--- src/rtl/vga_pkg.sv ---
// Shared types and bus constants for the VGA pixel feeder.
package vga_pkg;

   typedef enum logic [3:0] {
      ST_IDLE,
      ST_CFG_REQ,
      ST_CFG_WAIT,
      ST_STREAM,
      ST_PIX_WAIT,
      ST_POLL_REQ,
      ST_POLL_WAIT,
      ST_ACK_REQ,
      ST_ACK_WAIT
   } feeder_state_t;

   localparam logic [16:0] VGA_CTRL_ADDR    = 17'h10000;
   localparam logic [16:0] VGA_BUF_ADDR     = 17'h00000;
   localparam logic [31:0] CTRL_ENABLE      = 32'h001;
   localparam logic [31:0] CTRL_ACK         = 32'h021;
   localparam int          STATUS_READY_BIT = 3;

endpackage

--- src/rtl/vga_raster_counter.sv ---
// Raster position (column/line) and per-chunk line counter.
// The wrap outputs describe what the next advance will do, so the FSM can
// pick its exit in the same cycle it requests the advance.
module vga_raster_counter #(
   parameter int H_RES       = 640,
   parameter int V_RES       = 480,
   parameter int CHUNK_LINES = 96
) (
   input  logic        clk,
   input  logic        rst_n,
   input  logic        advance,
   input  logic        chunk_clear,
   output logic [10:0] hcount,
   output logic [10:0] vcount,
   output logic        h_wrap,
   output logic        frame_wrap,
   output logic        chunk_end
);

   localparam logic [10:0] H_LAST = 11'(H_RES - 1);
   localparam logic [10:0] V_LAST = 11'(V_RES - 1);
   localparam logic [10:0] C_LAST = 11'(CHUNK_LINES - 1);

   logic [10:0] chunk_cnt;

   assign h_wrap     = (hcount == H_LAST);
   assign frame_wrap = h_wrap && (vcount == V_LAST);
   assign chunk_end  = h_wrap && (chunk_cnt == C_LAST);

   // Advance column, line and chunk line counts on each completed pixel write.
   always_ff @(posedge clk) begin
      if (!rst_n) begin
         hcount    <= '0;
         vcount    <= '0;
         chunk_cnt <= '0;
      end else begin
         if (advance) begin
            hcount <= h_wrap ? 11'd0 : hcount + 11'd1;
            if (h_wrap) begin
               vcount <= (vcount == V_LAST) ? 11'd0 : vcount + 11'd1;
            end
         end
         if (chunk_clear) begin
            chunk_cnt <= '0;
         end else if (advance && h_wrap) begin
            chunk_cnt <= chunk_cnt + 11'd1;
         end
      end
   end

endmodule

--- src/rtl/vga_pixel_feeder.sv ---
// Streams 12-bit pixels into the VGA controller's pixel buffer over a
// single-outstanding register bus, pausing after each chunk of lines to
// poll for a free buffer and acknowledge it.
//
// state     | meaning
// ----------+----------------------------------------------------------
// IDLE      | not streaming; waits for enable_i
// CFG_REQ   | write enable word to the control register
// CFG_WAIT  | wait for the enable write to complete
// STREAM    | ready for a pixel; a handshake issues the buffer write
// PIX_WAIT  | wait for the pixel write; advance raster on completion
// POLL_REQ  | read the controller status
// POLL_WAIT | wait for status; re-poll until the buffer-ready bit is set
// ACK_REQ   | write the acknowledge word to the control register
// ACK_WAIT  | wait for the ack; stop here if the frame ended and enable is low
module vga_pixel_feeder
   import vga_pkg::*;
#(
   parameter int H_RES       = 640,
   parameter int V_RES       = 480,
   parameter int CHUNK_LINES = 96,
   parameter int TIMEOUT     = 255
) (
   input  logic        clk_i,
   input  logic        rst_n_i,
   input  logic        enable_i,
   input  logic        pixel_valid_i,
   input  logic [11:0] pixel_data_i,
   output logic        pixel_ready_o,
   output logic        sof_o,
   output logic [10:0] hcount_o,
   output logic [10:0] vcount_o,
   output logic        busy_o,
   output logic        error_o,
   output logic        write_o,
   output logic [16:0] write_address_o,
   output logic [31:0] write_data_o,
   input  logic        write_done_i,
   input  logic        write_error_i,
   output logic        read_o,
   output logic [16:0] read_address_o,
   input  logic [31:0] read_data_i,
   input  logic        read_done_i,
   input  logic        read_error_i
);

   localparam int WCW = $clog2(TIMEOUT + 1);
   localparam logic [WCW-1:0] WAIT_LIMIT = WCW'(TIMEOUT);

   feeder_state_t  state, state_nxt;
   logic [WCW-1:0] wait_cnt;
   logic           error_q, set_error;
   logic           advance, chunk_clear;
   logic           h_wrap, frame_wrap, chunk_end;
   logic           in_wait, timeout, at_origin;
   logic           unused_read_bits;

   // Only the buffer-ready flag of the status word matters here.
   assign unused_read_bits = ^{read_data_i[31:STATUS_READY_BIT+1], read_data_i[STATUS_READY_BIT-1:0]};

   assign in_wait   = (state == ST_CFG_WAIT) || (state == ST_PIX_WAIT) ||
                      (state == ST_POLL_WAIT) || (state == ST_ACK_WAIT);
   assign timeout   = (wait_cnt == WAIT_LIMIT);
   assign at_origin = (hcount_o == 11'd0) && (vcount_o == 11'd0);

   assign busy_o         = (state != ST_IDLE);
   assign error_o        = error_q;
   assign read_address_o = VGA_CTRL_ADDR;

   vga_raster_counter #(
      .H_RES       (H_RES),
      .V_RES       (V_RES),
      .CHUNK_LINES (CHUNK_LINES)
   ) u_raster (
      .clk         (clk_i),
      .rst_n       (rst_n_i),
      .advance     (advance),
      .chunk_clear (chunk_clear),
      .hcount      (hcount_o),
      .vcount      (vcount_o),
      .h_wrap      (h_wrap),
      .frame_wrap  (frame_wrap),
      .chunk_end   (chunk_end)
   );

   // State register.
   always_ff @(posedge clk_i) begin
      if (!rst_n_i) begin
         state <= ST_IDLE;
      end else begin
         state <= state_nxt;
      end
   end

   // Wait-cycle counter (restarts on every request) and sticky error flag.
   always_ff @(posedge clk_i) begin
      if (!rst_n_i) begin
         wait_cnt <= '0;
         error_q  <= 1'b0;
      end else begin
         wait_cnt <= in_wait ? wait_cnt + 1'b1 : '0;
         error_q  <= error_q | set_error;
      end
   end

   // Next-state and bus/stream outputs; errors take priority over done.
   always_comb begin
      state_nxt       = state;
      set_error       = 1'b0;
      advance         = 1'b0;
      chunk_clear     = 1'b0;
      write_o         = 1'b0;
      write_address_o = VGA_BUF_ADDR;
      write_data_o    = '0;
      read_o          = 1'b0;
      pixel_ready_o   = 1'b0;
      sof_o           = 1'b0;
      case (state)
         ST_IDLE: begin
            if (enable_i) state_nxt = ST_CFG_REQ;
         end
         ST_CFG_REQ: begin
            write_o         = 1'b1;
            write_address_o = VGA_CTRL_ADDR;
            write_data_o    = CTRL_ENABLE;
            state_nxt       = ST_CFG_WAIT;
         end
         ST_CFG_WAIT: begin
            if (write_error_i || timeout) begin
               set_error = 1'b1;
               state_nxt = ST_IDLE;
            end else if (write_done_i) begin
               state_nxt = ST_STREAM;
            end
         end
         ST_STREAM: begin
            pixel_ready_o = 1'b1;
            if (pixel_valid_i) begin
               write_o      = 1'b1;
               write_data_o = {20'h0, pixel_data_i};
               sof_o        = at_origin;
               state_nxt    = ST_PIX_WAIT;
            end
         end
         ST_PIX_WAIT: begin
            if (write_error_i || timeout) begin
               set_error = 1'b1;
               state_nxt = ST_IDLE;
            end else if (write_done_i) begin
               advance = 1'b1;
               if (chunk_end)                   state_nxt = ST_POLL_REQ;
               else if (frame_wrap && !enable_i) state_nxt = ST_IDLE;
               else                              state_nxt = ST_STREAM;
            end
         end
         ST_POLL_REQ: begin
            read_o    = 1'b1;
            state_nxt = ST_POLL_WAIT;
         end
         ST_POLL_WAIT: begin
            if (read_error_i || timeout) begin
               set_error = 1'b1;
               state_nxt = ST_IDLE;
            end else if (read_done_i) begin
               state_nxt = read_data_i[STATUS_READY_BIT] ? ST_ACK_REQ : ST_POLL_REQ;
            end
         end
         ST_ACK_REQ: begin
            write_o         = 1'b1;
            write_address_o = VGA_CTRL_ADDR;
            write_data_o    = CTRL_ACK;
            state_nxt       = ST_ACK_WAIT;
         end
         ST_ACK_WAIT: begin
            if (write_error_i || timeout) begin
               set_error = 1'b1;
               state_nxt = ST_IDLE;
            end else if (write_done_i) begin
               chunk_clear = 1'b1;
               // Raster sits at the origin only when this chunk closed a frame.
               state_nxt   = (at_origin && !enable_i) ? ST_IDLE : ST_STREAM;
            end
         end
         default: state_nxt = ST_IDLE;
      endcase
   end

endmodule

--- config.mk ---
export PLATFORM = sky130hd
export DESIGN_NAME = vga_pixel_feeder
export DESIGN_NICKNAME = d
export VERILOG_FILES = /design/src/rtl/vga_pkg.sv /design/src/rtl/vga_raster_counter.sv /design/src/rtl/vga_pixel_feeder.sv
export SDC_FILE = /design/constraint.sdc
export NUM_CORES = 1
export LEC_CHECK = 0
export ABC_AREA = 1
export CAP_MARGIN = 40
export CORE_MARGIN = 4
export CORE_UTILIZATION = 43
export CTS_CLUSTER_DIAMETER = 200
export DETAILED_ROUTE_END_ITERATION = 12
export GPL_TIMING_DRIVEN = 1
export PLACE_DENSITY = 0.82
export SLEW_MARGIN = 0
export SYNTH_ARGS = -nofsm -noshare
export SYNTH_HDL_FRONTEND = slang
export SYNTH_HIERARCHICAL = 1
export SYNTH_SLANG_ARGS = --single-unit
--- constraint.sdc ---
create_clock -name clk_i -period 3.2 [get_ports clk_i]
set_input_delay 0.64 -clock clk_i [delete_from_list [all_inputs] [get_ports clk_i]]
set_output_delay 0.64 -clock clk_i [all_outputs]
set_load 0.005 [all_outputs]
* Word level (Yosys, flattened, before mapping)
Index checks and enable logic that the tools add are counted. W data, S select, Z words.
Operators by class: $add $sub $neg 4, equal/unequal tests 18, mux-type cells 33, bitwise operators 2, reductions and logical operators 22
Operators with widths (count):
- $mux W4 | 10
- $pmux W12 S3 | 1
- $pmux W4 S9 | 1
- $add A11 B1 Y11 const B | 3
- $logic_not A11 Y1 | 2
- $mux W11 | 2
- $mux W17 | 1
- $eq A4 B3 Y1 const B | 4
- $mux W12 | 1
- $ne A3 B2 Y1 const B | 4
- $eq A11 B10 Y1 const B | 1
- $eq A11 B7 Y1 const B | 1
- $eq A11 B9 Y1 const B | 1
- $mux W1 | 11
- $add A8 B1 Y8 const B | 1
- $eq A4 B2 Y1 const B | 2
- $eq A8 B8 Y1 const B | 1
- $logic_and A1 B1 Y1 | 6
- $mux W2 | 3
- $reduce_and A6 Y1 | 1
- $logic_or A1 B1 Y1 | 5
- $eq A4 B1 Y1 const B | 1
- $eq A4 B4 Y1 const B | 1
- $logic_not A4 Y1 | 1
- 10 further kinds | 14
Word-level totals: flip-flop bits (word level) 46, input port bits 52

* Longest topological paths before layout
word-level depth 8, gate-level depth with buffers 14

* Hierarchy
Netlist, hierarchy kept.
By module, submodules not included:
- vga_raster_counter | instances 1, cells an instance 288, area each 1844.3 um2, seq. area each 660.6 um2
- vga_pixel_feeder | instances 1, cells an instance 230, area each 1400.1 um2, seq. area each 260.2 um2

* Worst setup path after synthesis
Ideal clock, no wire load.
kind register to register, start point reg wait_cnt[0], end point reg u_raster.chunk_cnt[5], library setup time 0.121 ns, arrival time 2.153 ns, data required time 3.079 ns, setup slack 0.925 ns, stages on the path, launching flop included 13, clock period less this slack 2.275 ns, cell sequence dfxtp_1 ha_1 nand2_1 nor2_2 nand2_1 nand2_1 nor3_1 nand3_1 nor3_4 nand2_4 buf_6 nand2_1 a21oi_1
On the way: cells in the longest elaborated chain, start to end 5, elaborated cells on any way between the ends 7
RTL lines:
- from (decl) | line vga_pixel_feeder.sv:51 | logic [WCW-1:0] wait_cnt;
- from (signal assigned) | line vga_pixel_feeder.sv:101 | wait_cnt <= in_wait ? wait_cnt + 1'b1 : '0;
- $eq A8 B8 Y1 | line vga_pixel_feeder.sv:63 | assign timeout = (wait_cnt == WAIT_LIMIT);
- $logic_or A1 B1 Y1 | line vga_pixel_feeder.sv:146 | if (write_error_i || timeout) begin
- $mux W1 | line vga_pixel_feeder.sv:146
- $mux W1 | line vga_pixel_feeder.sv:118 | case (state)
- net advance | line vga_pixel_feeder.sv:53 | logic advance, chunk_clear;
- $logic_and A1 B1 Y1 | line vga_raster_counter.sv:45 | end else if (advance && h_wrap) begin
- to (signal assigned) | line vga_raster_counter.sv:46 | chunk_cnt <= chunk_cnt + 11'd1;
- to (decl) | line vga_raster_counter.sv:24 | logic [10:0] chunk_cnt;
The timed path passes the listed nets, and every way through them passes these cells. A chain may end at the register's enable or synchronous reset.

* Worst setup path after layout
start point in pixel_valid_i, end point out write_data_o[0]
On the way: cells in the longest elaborated chain, start to end 2
RTL lines:
- from (decl) | line vga_pixel_feeder.sv:27 | input logic pixel_valid_i,
- $mux W12 | line vga_pixel_feeder.sv:138 | if (pixel_valid_i) begin
- $pmux W12 S3 | line vga_pixel_feeder.sv:118
- to (decl) | line vga_pixel_feeder.sv:37 | output logic [31:0] write_data_o,
Every way passes these cells.

==> key figures <==
Synthesis
  • Synthesis warning total: 6
  • Mapped Area: 3240 µm²
  • Post-Syn Instances: 517
  • Syn Area/Cell: 6.27 µm²

GRT
  • GR Overflow Total: 0
  • Largest net degree at the start of global routing: 18
  • First-pass GRT wire length: 12.6 mm
  • Aggregate global-route resource usage: 0.168
  • Initial antenna violation count: 0
  • Vias in the first global route: 2994

Place
  • Post-DP HPWL: 5.85 mm
  • GP Congestion: between 0.8 and 0.9
  • Buffers on Ports: 61

Drt
  • Residual DRC: 0
  • DR WL/cell: 11.2 µm
  • Total Wirelength: approximately 7.6 mm
  • Post-DRT Antenna Nets: 0
  • Via Count: 3194
  • Starting DRT DRC Count: 176
  • Via/cell ratio: 4.69
  • DR pass1 iterations: 5

Clocking
  • Cts hold-fix bufs: 0
  • CTS tree: done
  • Setup Buffers After CTS: 0
  • Total CTS buffers: 5
  • Clk sink count: 46
  • Htree depth: 2
  • Worst-path clk slew: 0.08 ns
  • Post-CTS Resized: 0
  • CTS Root Cell: clkbuf_8
  • Worst skew pair latency: 0.29 ns
  • Max Buffers Root-to-Sink: 2

Floorplan
  • FP Rows: 31
  • Initial Util: 0.444
  • Die X: 94.8 µm
  • # IOs: 146
  • Die footprint: 8990 µm²
  • Die H: 94.8 µm
  • Core area: 7290 µm²

Power
  • Max rail drop VDD: slightly below 0.2 mV
  • Leakage: 1.71 nW
  • Pwr dens: 307 nW/µm²

STA
  • Final hold vios: 0
  • Clock Skews: 0.00590 ns
  • Hold Slack: about 0.48 ns
  • Min Tclk post-route: 2.88 ns
  • Final period util: 0.899
  • Setup TNS: 0 ns
  • F_max: 0.348 GHz
  • Max-slew violation count: 0
  • Tightest Pin Transition: between 0.6 and 0.7 ns
  • Unrepaired setup endpoints after global routing: no
  • Endpoints failing setup: 0
  • Max-slew headroom: 0.591

Outcome
  • Status: completed

Critical path
  • Critical path class: primary input to output pin
  • Arrival @ worst endpoint: around 2.2 ns
  • Required time worst endpoint: about 2.6 ns
  • Type of origin of the critical path: primary input
  • Crit-path max cell delay: 0.75 ns
  • Buf/Inv on CP: 2
  • CP max stage cell: clkdlybuf4s50_1
  • Cell Chain, Critical Path: clkdlybuf4s50_1, nand2_1, nand2_1, o21a_1, clkdlybuf4s50_1
  • Critical path capture point type: output pin
  • Crit path max-delay family: buffers and inverters
  • Crit-path max FO: 14

Job
  • Max-Cap Viols: 0

Final layout
  • # diodes: 0
  • Nets: roughly 640
  • Layout cells sized above 1: 0.0619
  • Synth-to-layout area growth: 18.6%
  • Fillers: about 730

Hold path
  • Min-Delay Path Class: flip-flop to flip-flop
==> worst paths after layout <==
| check | slack [ns] | endpoint | depth (start not counted) | startpoint |
|---|---|---|---|---|
| setup / recovery | 0.32 | write_data_o[0] | 5 | pixel_valid_i |
| hold / removal | 0.48 | wait_cnt[0] | 1 | wait_cnt[0] |
| setup reg to reg | 0.88 | u_raster/chunk_cnt[10] | 15 | wait_cnt[0] |
| hold reg to reg | 0.48 | wait_cnt[0] | 1 | wait_cnt[0] |
==> sequential cells by signal (all words and copies together) (netlist names) <==
| register | cells |
|---|---|
| u_raster/hcount | 11 |
| wait_cnt | 8 |
| error_o | 1 |
| u_raster/vcount | 11 |
| state | 4 |
| u_raster/chunk_cnt | 11 |
==> cell type report <==
type	count	area, µm²	share of cell area
Tap cell	99	124	0.0322
Inverter	46	173	0.0449
Timing Repair Buffer	65	641	0.167
Multi-Input combinational cell	417	1900	0.493
Clock buffer	7	86.3	0.0225
Clock inverter	1	5.00	0.00130
Sequential cell	46	921	0.240
==> per-layer routing <==
metal / global-route usage / vias to the layer above / part of all wire
li1: - / 1631 / -
met1: 0.207 / 1441 / 0.43
met2: 0.301 / 114 / 0.50
met3: 0.0311 / 8 / 0.066
met4: 0.0397 / 0 / 0.0097
met5: 0 / - / 0
==> layout by cell type (no fill, tap or decap), types with 5 or more instances in the layout <==
cell type and n:
nand2_1 156, nor2_1 86, clkdlybuf4s50_1 61, conb_1 53
dfxtp_1 46, inv_1 41, nand3_1 31, a21oi_1 25
nor3_1 8, nor2_2 7, xor2_1 7, nand3b_1 7
nand4_1 6, clkbuf_8 6, nand3_2 5, inv_2 5
==> where the power goes <==
| group | internal [mW] | switching (mW) | leakage (nW) | total, mW |
|---|---|---|---|---|
| Clock | 0.175 | 0.193 | 0.0482 | 0.368 |
| Combinational | 0.0993 | 0.121 | 1.29 | 0.220 |
| Sequential | 0.582 | 0.0125 | 0.371 | 0.594 |
| Total | 0.856 | 0.327 | 1.71 | 1.18 |
==> stage by stage <==
stage               cell area [µm²]  setup WS [ns]  std cells  total power [mW]   util
floorplan                      3430          0.925        568             0.776      -
global placement               3750          0.345        673             0.821  0.515
detailed placement             3750          0.321        673             0.825  0.515
CTS                            3840          0.323        681              1.19  0.527
global route                   3840          0.221        681              1.25  0.527
finish                         3840          0.322        681              1.18  0.527
No activity file was read; power rests on OpenSTA's default activity.
==> patch 1: new RTL, config.mk and constraints unchanged <==
Re-encode `feeder_state_t` (9 states) as Gray code, 4 bits wide.
--- a/src/rtl/vga_pkg.sv
+++ b/src/rtl/vga_pkg.sv
@@ -4,11 +4,11 @@
    typedef enum logic [3:0] {
-      ST_IDLE,
-      ST_CFG_REQ,
-      ST_CFG_WAIT,
-      ST_STREAM,
-      ST_PIX_WAIT,
-      ST_POLL_REQ,
-      ST_POLL_WAIT,
-      ST_ACK_REQ,
-      ST_ACK_WAIT
+      ST_IDLE      = 4'b0000,
+      ST_CFG_REQ   = 4'b0001,
+      ST_CFG_WAIT  = 4'b0011,
+      ST_STREAM    = 4'b0010,
+      ST_PIX_WAIT  = 4'b0110,
+      ST_POLL_REQ  = 4'b0111,
+      ST_POLL_WAIT = 4'b0101,
+      ST_ACK_REQ   = 4'b0100,
+      ST_ACK_WAIT  = 4'b1100
    } feeder_state_t;
Formal check against the unedited RTL: no difference found for any inputs over 10 cycles, from zero or initial values and one cycle with rst_n_i low; not proved beyond that.
==> patch 1 against the original RTL <==
- count of clock-buffer cells in the layout did not move
- critical endpoint unchanged
- critical path depth unchanged
- routed wire length grew 0.12%
- highest routed layer unchanged
- power rose by 21%
- final cell count shrank 0.73%
- sequential cell count stayed put
- area after synthesis is 1.1% lower
- largest power group unchanged
- cell area is 0.55% lower
- setup slack hardly changed
- die area down 1.0%
==> patch 1: results (changes against the original RTL) <==
- Status: completed
- RePlAce Congestion: 0.899 (+8.7%)
- Largest fanout on the critical path: 13 (-1)
- Post-detail-place hpwl: 5.90 mm (+0.94%)
- Reg2reg setup slack: 0.70 ns (-0.18 ns)
- Vias per cell: 4.61 (-1.7%)
- Clock Latency Late Sink: 0.31 ns (+0.02 ns)
- Leakage power: 1.72 nW (+0.91%)
- Final WS setup: 0.322 ns (-0.000274 ns)
- Number of global-route vias before repair: 2830 (-5.5%)
- First-pass DRT Iterations: 6 (+1)
- Nets: 632 (-0.78%)
- Beginning of the critical path: pixel_valid_i
- ANT cells: 0 (unchanged)
- Hold Fails Final Rpt: 0 (unchanged)
- Worst VDD drop: 0.185 mV (-6.3%)
- Fin Clk Skew: 0.00893 ns (+0.00303 ns)
- First-pass GRT wire length: 12.3 mm (-2.1%)
- WL final: 7.61 mm (+0.12%)
- Drt initial violations: 169 (-4.0%)
- Fraction of layout cells with a size suffix above 1: 5.37% (-0.81 points)
- Arr. time, crit path: 2.24 ns (about the same)
- Worst-Margin Slew: 0.650 ns (+0.0386 ns)
- Largest net degree at the start of global routing: 16 (-2)
- Placed insts: 668 (-0.74%)
- Synth Instances: 512 (-0.97%)
- Routed vias: 3117 (-2.4%)
- Post-Place Worst Slack: 0.331 ns (+0.00960 ns)
- Total global-route track usage: 16.9% (+0.095 points)
patch 1: stage by stage:
| step | power [mW] | hold slack [ns] | area [um2] |
|---|---|---|---|
| after floorplan | 0.879 | 0.418 | 3400 |
| after global placement | 0.998 | 0.428 | 3720 |
| after detailed placement | 1.01 | 0.443 | 3720 |
| after CTS | 1.44 | 0.458 | 3820 |
| after global routing | 1.52 | 0.479 | 3820 |
| final | 1.43 | 0.453 | 3820 |
patch 1: area by class of cell:
| cell class | instances | area (um2) |
|---|---|---|
| Clock buffer | 7 | 76.3 |
| Clock inverter | 1 | 30.0 |
| Fill cell | 723 | 3430 |
| Inverter | 51 | 191 |
| Multi-Input combinational cell | 407 | 1840 |
| Sequential cell | 46 | 921 |
| Tap cell | 99 | 124 |
| Timing Repair Buffer | 65 | 641 |
patch 1: critical path, stage by stage:
cell and delay [ns]:
clkdlybuf4s50_1 0.73, nand2_1 0.14, nand3_1 0.11, o21a_1 0.13, clkdlybuf4s50_1 0.49
patch 1: path summary, 6_finish.rpt:
kind / endpoint / depth (start not counted)
setup / recovery: write_data_o[0] / 5
hold / removal: wait_cnt[0]$_SDFF_PN0_ / 1
setup reg to reg: u_raster/chunk_cnt[3]$_SDFFE_PP0P_ / 14
hold reg to reg: wait_cnt[0]$_SDFF_PN0_ / 1
patch 1: routing by layer:
metal  track usage (%)  vias up  wire, um
met3              4.25        6       461
met1              21.1     1396      3350
met5                 0        -         0
met4              4.21        0        56
li1                  -     1619         -
met2              29.0       96      3740
patch 1: power by group:
group	total [mW]	internal, mW	switching, mW
clock	0.430	0.234	0.196
combinational	0.382	0.182	0.201
sequential	0.613	0.591	0.0219
==> patch 2: new RTL, same settings <==
Made on the original files. Set the parameter `TIMEOUT` to 510 (it was 255).
--- a/src/rtl/vga_pixel_feeder.sv
+++ b/src/rtl/vga_pixel_feeder.sv
@@ -21,3 +21,3 @@
    parameter int CHUNK_LINES = 96,
-   parameter int TIMEOUT     = 255
+   parameter int TIMEOUT     = 510
 ) (
Check against the original RTL: same outputs for any inputs over 10 cycles, from zero or initial values and one cycle with rst_n_i low; that may be too few to reach the edited logic, so the function may still have changed.
==> patch 2 against the original RTL <==
- core utilization is 0.79 points higher
- maximum frequency fell by 1.6%
- routed wire length increased by 2.8%
- area after synthesis grew 3.2%
- sequential power increased by 7.1%
- setup slack lost 0.045 ns
- via count grew 2.1%
- power grew 20%
- clock power grew 7.3%
- cell area is 3.1% higher
- count of clock-buffer cells in the layout rose by 1
- first-iteration DRC count rose by 23%
- sequential cell count grew 1
- highest routed layer unchanged
==> patch 2: results (changes against the original RTL) <==
- Status: completed
- Leakage power: 1.75 nW (+2.8%)
- Number of global-route vias before repair: 2935 (-2.0%)
- Seq/total area: 23.7% (-0.22 points)
- FF/Latch Area: 941 um2 (+2.2%)
- Fin Hold WS: 0.468 ns (-0.0107 ns)
- Die area: 0.00925 mm2 (+2.9%)
- Post-Place Worst Slack: 0.279 ns (-0.0420 ns)
- #MultiIn Comb: 424 (+1.7%)
- First-pass GRT wire length: 12.5 mm (-0.55%)
- Bufs w/o clock: 66 (+1.5%)
- Worst VDD drop: 0.184 mV (-6.6%)
- Post-DP Area: 0.00386 mm2 (+3.0%)
- Largest net degree at the start of global routing: 20 (+2)
- Total global-route track usage: 16.5% (-0.32 points)
- Mean cell area of the mapped netlist: 6.38 um2 (+1.8%)
- Non-clk buf share: 16.3% (-0.32 points)
- Fraction of layout cells with a size suffix above 1: 7.97% (+1.8 points)
- Drt initial violations: 216 (+23%)
- Fillers: 725 (-0.41%)
- Placed insts: 681 (+1.2%)
- Fin Clk Skew: 0.00787 ns (+0.00197 ns)
- Post-detail-place hpwl: 5.97 mm (+2.0%)
- Clock Sinks: 47 (+2.2%)
- WL final: 7.81 mm (+2.8%)
- Worst-Margin Slew: 0.613 ns (+0.00176 ns)
- Worst Reg2Reg Path Length in Cells: 14 (-1)
- Routed vias: 3260 (+2.1%)
- Clock Buffer Count: 8 (+1)
- Logic inverters: 45 (-2.2%)
- Multi-input combinational area share: 50.0% (+0.72 points)
patch 2: worst max path at each step:
stage / startpoint / end / slack [ns]
finish: pixel_valid_i / write_data_o[0] / 0.28
detailed placement: pixel_valid_i / write_data_o[0] / 0.28
global route: pixel_valid_i / write_data_o[0] / 0.17
global placement: pixel_valid_i / write_data_o[0] / 0.34
floorplan: wait_cnt[0]$_SDFF_PN0_ / u_raster/chunk_cnt[5]$_SDFFE_PP0P_ / 0.95
CTS: pixel_valid_i / write_data_o[0] / 0.28
patch 2: layer usage:
layer  vias to the layer above  wire, um
met5                         -         0
met4                         0        57
met3                         6       424
met2                        98      3990
met1                      1492      3340
li1                       1664         -
patch 2: power breakdown:
| part | leakage (nW) | internal [mW] | switching [mW] |
|---|---|---|---|
| clock network | 0.0515 | 0.198 | 0.198 |
| registers | 0.379 | 0.608 | 0.0287 |
| logic | 1.32 | 0.167 | 0.222 |
| total | 1.75 | 0.972 | 0.448 |
